--- src/rtl/filter_sp_pkg.sv ---
// Shared definitions for the filter scratchpad unit: FSM state encoding and default widths.
package filter_sp_pkg;

  localparam int DEF_POINTER_SIZE = 8;
  localparam int DEF_DATA_WIDTH   = 16;

  typedef enum logic [1:0] {
    S_EMPTY  = 2'd0,
    S_ACTIVE = 2'd1,
    S_FLUSH  = 2'd2
  } sp_state_t;

endpackage

--- src/rtl/filter_sp_mem.sv ---
// DEPTH x DATA_WIDTH scratchpad array: one write port, one registered read port.
// A read and a write to the same address in one cycle return the old word.
module filter_sp_mem
  import filter_sp_pkg::*;
#(
  parameter int DEPTH      = 8,
  parameter int DATA_WIDTH = DEF_DATA_WIDTH,
  parameter int ADDR_WIDTH = (DEPTH > 1) ? $clog2(DEPTH) : 1
) (
  input  logic                  clk,
  input  logic                  rst,
  input  logic                  we,
  input  logic [ADDR_WIDTH-1:0] waddr,
  input  logic [DATA_WIDTH-1:0] wdata,
  input  logic                  re,
  input  logic [ADDR_WIDTH-1:0] raddr,
  output logic [DATA_WIDTH-1:0] rdata
);

  logic [DATA_WIDTH-1:0] mem [DEPTH];

  // NOTE: the array has no reset; only the read register is cleared so dout starts at 0.
  always_ff @(posedge clk) begin
    if (we) begin
      mem[waddr] <= wdata;
    end
  end

  always_ff @(posedge clk) begin
    if (rst) begin
      rdata <= '0;
    end else if (re) begin
      rdata <= mem[raddr];
    end
  end

endmodule

--- src/rtl/filter_scratchpad_unit.sv ---
// Filter scratchpad: stores filter words, owns write/read pointers, walks filter windows for the PE.
// Optional sticky err output is enabled by defining FILTER_SP_ERR_EN.
module filter_scratchpad_unit
  import filter_sp_pkg::*;
#(
  parameter int SP_SIZE              = 8,
  parameter int DATA_WIDTH           = DEF_DATA_WIDTH,
  parameter int FILTER_SIZE_REG_SIZE = 8,
  parameter int POINTER_SIZE         = DEF_POINTER_SIZE
) (
  input  logic                            clk,
  input  logic                            rst,
  input  logic                            write_en,
  input  logic                            write_counter_en,
  input  logic [DATA_WIDTH-1:0]           din,
  input  logic [FILTER_SIZE_REG_SIZE-1:0] filter_size,
  input  logic                            av_filter,
  input  logic                            end_of_filter,
  input  logic                            read_req,
  input  logic                            next_filter,
  output logic [POINTER_SIZE-1:0]         write_pointer,
  output logic [POINTER_SIZE-1:0]         read_pointer,
  output logic [DATA_WIDTH-1:0]           dout,
  output logic                            dout_valid,
  output logic                            co_filter,
  output logic                            busy
`ifdef FILTER_SP_ERR_EN
  ,
  output logic                            err
`endif
);

  localparam int ADDR_WIDTH = (SP_SIZE > 1) ? $clog2(SP_SIZE) : 1;

  sp_state_t               state;
  logic [POINTER_SIZE-1:0] base;
  logic [POINTER_SIZE-1:0] idx;
  logic [POINTER_SIZE-1:0] fs_ext;
  logic [POINTER_SIZE-1:0] fs_last;
  logic                    full;
  logic                    write_ok;
  logic                    fire;
  logic                    last;

  assign fs_ext       = POINTER_SIZE'(filter_size);
  assign fs_last      = fs_ext - POINTER_SIZE'(1);
  assign full         = (write_pointer == POINTER_SIZE'(SP_SIZE));
  assign write_ok     = !full && (state != S_FLUSH);
  // end_of_filter wins over a same-cycle read: the read is dropped.
  assign fire         = read_req && av_filter && (state == S_ACTIVE) && !end_of_filter;
  assign last         = (idx == fs_last);
  assign read_pointer = base + idx;
  assign busy         = (state != S_EMPTY);

  filter_sp_mem #(
    .DEPTH      (SP_SIZE),
    .DATA_WIDTH (DATA_WIDTH),
    .ADDR_WIDTH (ADDR_WIDTH)
  ) u_mem (
    .clk   (clk),
    .rst   (rst),
    .we    (write_en && write_ok),
    .waddr (write_pointer[ADDR_WIDTH-1:0]),
    .wdata (din),
    .re    (fire),
    .raddr (read_pointer[ADDR_WIDTH-1:0]),
    .rdata (dout)
  );

  // NOTE: all state here is sequential, so every assignment is non-blocking.
  always_ff @(posedge clk) begin
    if (rst) begin
      state         <= S_EMPTY;
      write_pointer <= '0;
      base          <= '0;
      idx           <= '0;
      dout_valid    <= 1'b0;
      co_filter     <= 1'b0;
    end else begin
      dout_valid <= fire;
      co_filter  <= fire && last;

      if (write_counter_en && write_ok) begin
        write_pointer <= write_pointer + POINTER_SIZE'(1);
      end

      unique case (state)
        S_EMPTY: begin
          if (write_counter_en) state <= S_ACTIVE;
        end
        S_ACTIVE: begin
          if (end_of_filter) begin
            state <= S_FLUSH;
          end else if (fire) begin
            if (last) begin
              idx <= '0;
              if (next_filter) base <= base + fs_ext;
            end else begin
              idx <= idx + POINTER_SIZE'(1);
            end
          end
        end
        S_FLUSH: begin
          write_pointer <= '0;
          base          <= '0;
          idx           <= '0;
          state         <= S_EMPTY;
        end
        default: state <= S_EMPTY;
      endcase
    end
  end

`ifdef FILTER_SP_ERR_EN
  always_ff @(posedge clk) begin
    if (rst) begin
      err <= 1'b0;
    end else if ((write_counter_en && full) ||
                 ((write_en || write_counter_en) && (state == S_FLUSH)) ||
                 (read_req && !av_filter && (state == S_ACTIVE))) begin
      err <= 1'b1;
    end
  end
`endif

endmodule

--- config.mk ---
export PLATFORM = sky130hd
export DESIGN_NAME = filter_scratchpad_unit
export DESIGN_NICKNAME = d
export VERILOG_FILES = /design/src/rtl/filter_sp_pkg.sv /design/src/rtl/filter_sp_mem.sv /design/src/rtl/filter_scratchpad_unit.sv
export SDC_FILE = /design/constraint.sdc
export NUM_CORES = 1
export LEC_CHECK = 0
export ABC_AREA = 1
export CAP_MARGIN = 20
export CELL_PAD_IN_SITES_DETAIL_PLACEMENT = 0
export CELL_PAD_IN_SITES_GLOBAL_PLACEMENT = 2
export CORE_MARGIN = 4
export CORE_UTILIZATION = 43
export DETAILED_ROUTE_END_ITERATION = 8
export DONT_BUFFER_PORTS = 1
export PLACE_DENSITY_LB_ADDON = 0.1
export SLEW_MARGIN = 20
export SYNTH_ARGS = -nofsm -noshare
export SYNTH_HDL_FRONTEND = slang
export SYNTH_HIERARCHICAL = 1
export SYNTH_SLANG_ARGS = --single-unit
--- constraint.sdc ---
create_clock -name clk -period 3.6 [get_ports clk]
set_input_delay 0.36 -clock clk [delete_from_list [all_inputs] [get_ports clk]]
set_output_delay 0.36 -clock clk [all_outputs]
set_load 0.01 [all_outputs]
==> impl_metrics.tcl <==
set metrics [dict create \
    outcome "complete, no violations" \
    drt-total-wl_um 19900 \
    routabilityCongestion 0.841 \
    syn-cell-area_sq_um 8390 \
    crit_fanout 6 \
    post-dp-hpwl_um 12800 \
    sequential_to_total_area_share_from_yosys_stat_pct 56.3 \
    ys_seq_elements 172 \
    via_per_inst 4.90 \
    overall_die_area_sq_um 21800 \
    h-tree-depth 4 \
    synth_enable_flop_cells 128 \
    irDropWorstVdd_v 0.000300 \
    gr-max-usage-layer "met2" \
    cts.clk_slew.worst_paths_ps 60 \
    comb_power_share_pct 5.9 \
    grt_pass1_vias 5666 \
    critical_path_arrival_ps 2370 \
    cts_hold_repair.buffers 1 \
    total_switching_power_mw 0.890 \
    post_synthesis_net_count 974 \
    p_clk_share_pct 41.9 \
    power.total_mw 4.22 \
    cp-startpoint "idx[0]" \
    wl_per_cell_um 16.6 \
    drive_above_1_share_pct 9.27 \
    flow.area_growth_from_synthesis_pct 9.73 \
    postSynth.asyncResetShare_pct 0 \
    final_max_slew_viol_count 0 \
    io_buffers 0 \
    hold_slack_ps 36.4 \
    r2r-end "u_mem/rdata[15]" \
    cts-resized-gates 0 \
    clkSinkCount 172 \
    synth_top_cells_by_area "edfxtp_1 46%, dfxtp_1 10%, nand2_1 10%" \
    fmax_mhz 366 \
    grt_antenna_before_repair 0 \
    grt_first_pass_wirelength_um 31300 \
    layout.nets 978 \
    firstDrtPassIters 5 \
    dpl_worst_slack_ps 1300 \
    postLayoutCellArea_sq_um 9210 \
    synth_top_flop_cell "edfxtp_1" \
    timing.final.crit_share_pct 75.9 \
    drt.antenna.violating_nets 0 \
    rrSetupSlack_ps 1300 \
    cts-buffers-inserted 17 \
    detailedRoute.firstIterationViolations 367 \
    cts_tree "built" \
    switching_power_share_of_the_total_pct 21.1 \
    max-clock-path-buffers 2 \
    timing.hold.worst.class "in2reg" \
    insertion_delay_ps 410 \
    cts.repair_timing.setup_buffer_count 0 \
    dr_total_vias 5880 \
    worst-r2r-cell-count 9 \
    hold_viol 0 \
    p_per_area_nw_per_um2 458 \
    min_delay_path_depth 0 \
    drc 0 \
    finalSetupViolCount 0 \
    die_width_um 148 \
    post_synth_num_cell_types 41 \
    synth_largest_type_area_fraction_pct 45.8 \
    timing_worst_slew_pin_value_ps 777 \
    cp-endpoint "read_pointer[6]" \
    worstSetupPathType "reg2out" \
    fin_skew_ps 6.64 \
    leakagePower_nw 4.00 \
    finalNonFillerCells 1199 \
    r2r_start "idx[0]" \
    final_critical_path_setup_slack_ps 868 \
    cap_violations 0 \
    p_seq_share_pct 52.2 \
    cts-root-buf "clkbuf_16" \
    slew_headroom_pct 48.2 \
    power.internal_mw 3.33 \
    grt_setup_unrepaired "no" \
    row_count 50 \
    start_util_pct 44.3 \
    synth_top_area_cell "edfxtp_1" \
    yosys_warnings 6 \
    cp-end-kind "primary output" \
    gr-usage-all-layers_pct 18.6 \
    synthesis.area_per_instance_sq_um 9.10 \
    total_neg_setup_slack_ps 0 \
    globalRouteOverflowTotal 0 \
    placeable_area_sq_um 19000 \
    die_h_um 148 \
    cell_count_after_synthesis 922 \
    dpl.cell_count 1166 \
    fin_util_pct 48.6 \
    placed_cell_area_sq_um 8630 \
    period_minus_slack_ps 2730 \
    globalRouteMet2Util_pct 32.2 \
    required_ps 3240 \
    met1_grt_util_pct 23.7 \
    worstSetupStartpointType "register" \
    grt_max_degree 66 \
    insertedDiodeCount 0 \
    globalRouteMet3Util_pct 4.54 \
    ioPinCount 67 \
]
-- layer usage --
layer	up-vias	wire, um
li1	2964	-
met1	2773	8740
met2	127	9980
met3	16	1040
met4	0	159
met5	-	0
-- flip-flops by register name, indices dropped and copies added, names as in the netlist --
register and count:
state 2, dout_valid 1, write_pointer 8, co_filter 1, idx 8, u_mem/rdata 16
base 8, u_mem/mem 128
-- area by class of cell --
class | count | area (sq um)
Fill cell | 1771 | 9750
Sequential cell | 172 | 4720
Multi-Input combinational cell | 539 | 2800
Inverter | 182 | 683
Clock buffer | 24 | 482
Tap cell | 260 | 325
Timing Repair Buffer | 14 | 108
Clock inverter | 8 | 92.6
-- cells in the mapped netlist, drive strengths merged, types with 2 or more instances --
library cell,n
nor2,44
dfxtp,44
nand4,9
a21oi,39
o21ai,29
o21bai,2
edfxtp,128
xnor2,9
xor2,15
nor3b,2
nand2,232
buf,25
clkbuf,4
ha,18
nand3,123
fa,2
inv,179
nor3,7
clkinv,3
-- power by group through the flow --
stage	Clock, mW	Sequential [mW]	Combinational [mW]
floorplan	0	2.24	0.198
global placement	0	2.24	0.246
detailed placement	0	2.24	0.249
CTS	1.81	2.20	0.252
global route	1.91	2.20	0.284
finish	1.77	2.20	0.248
-- cells by family after synthesis --
kind of cell | share of synthesized area (%)
flip-flops | 56.3
adder cells (fa/ha/maj) | 3.16
AO/OA/AOI/OAI | 5.65
XOR/XNOR | 2.59
AND/OR/NAND/NOR | 21.8
buffers and inverters | 10.5
-- cell usage in the layout (no fill, tap or decap), types with 17 or more instances in the layout --
cell,netlist,layout
inv_1,167,167
clkbuf_16,0,17
dfxtp_1,44,44
nand3_1,121,121
edfxtp_1,128,128
nor2_1,40,40
ha_1,18,17
nand2_1,226,226
a21oi_1,23,23
o21ai_0,25,25
-- worst min-delay path by stage --
stage	from	endpoint	slack (ps)
5_1_grt	din[9]	u_mem/mem[7][9]	10
6_report	din[10]	u_mem/mem[7][10]	40
3_3_place_gp	rst	idx[7]	430
3_5_place_dp	rst	idx[7]	440
2_1_floorplan	din[0]	u_mem/mem[0][0]	460
4_1_cts	din[9]	u_mem/mem[4][9]	10
-- critical path: stages, from the launching register on --
cell,delay [ps]
dfxtp_1,430
ha_2,230
inv_1,50
fa_1,420
o21ai_0,300
a21oi_1,120
nor2_1,100
nor2_1,50
xnor2_1,260
(Power assumes the default switching activity.)
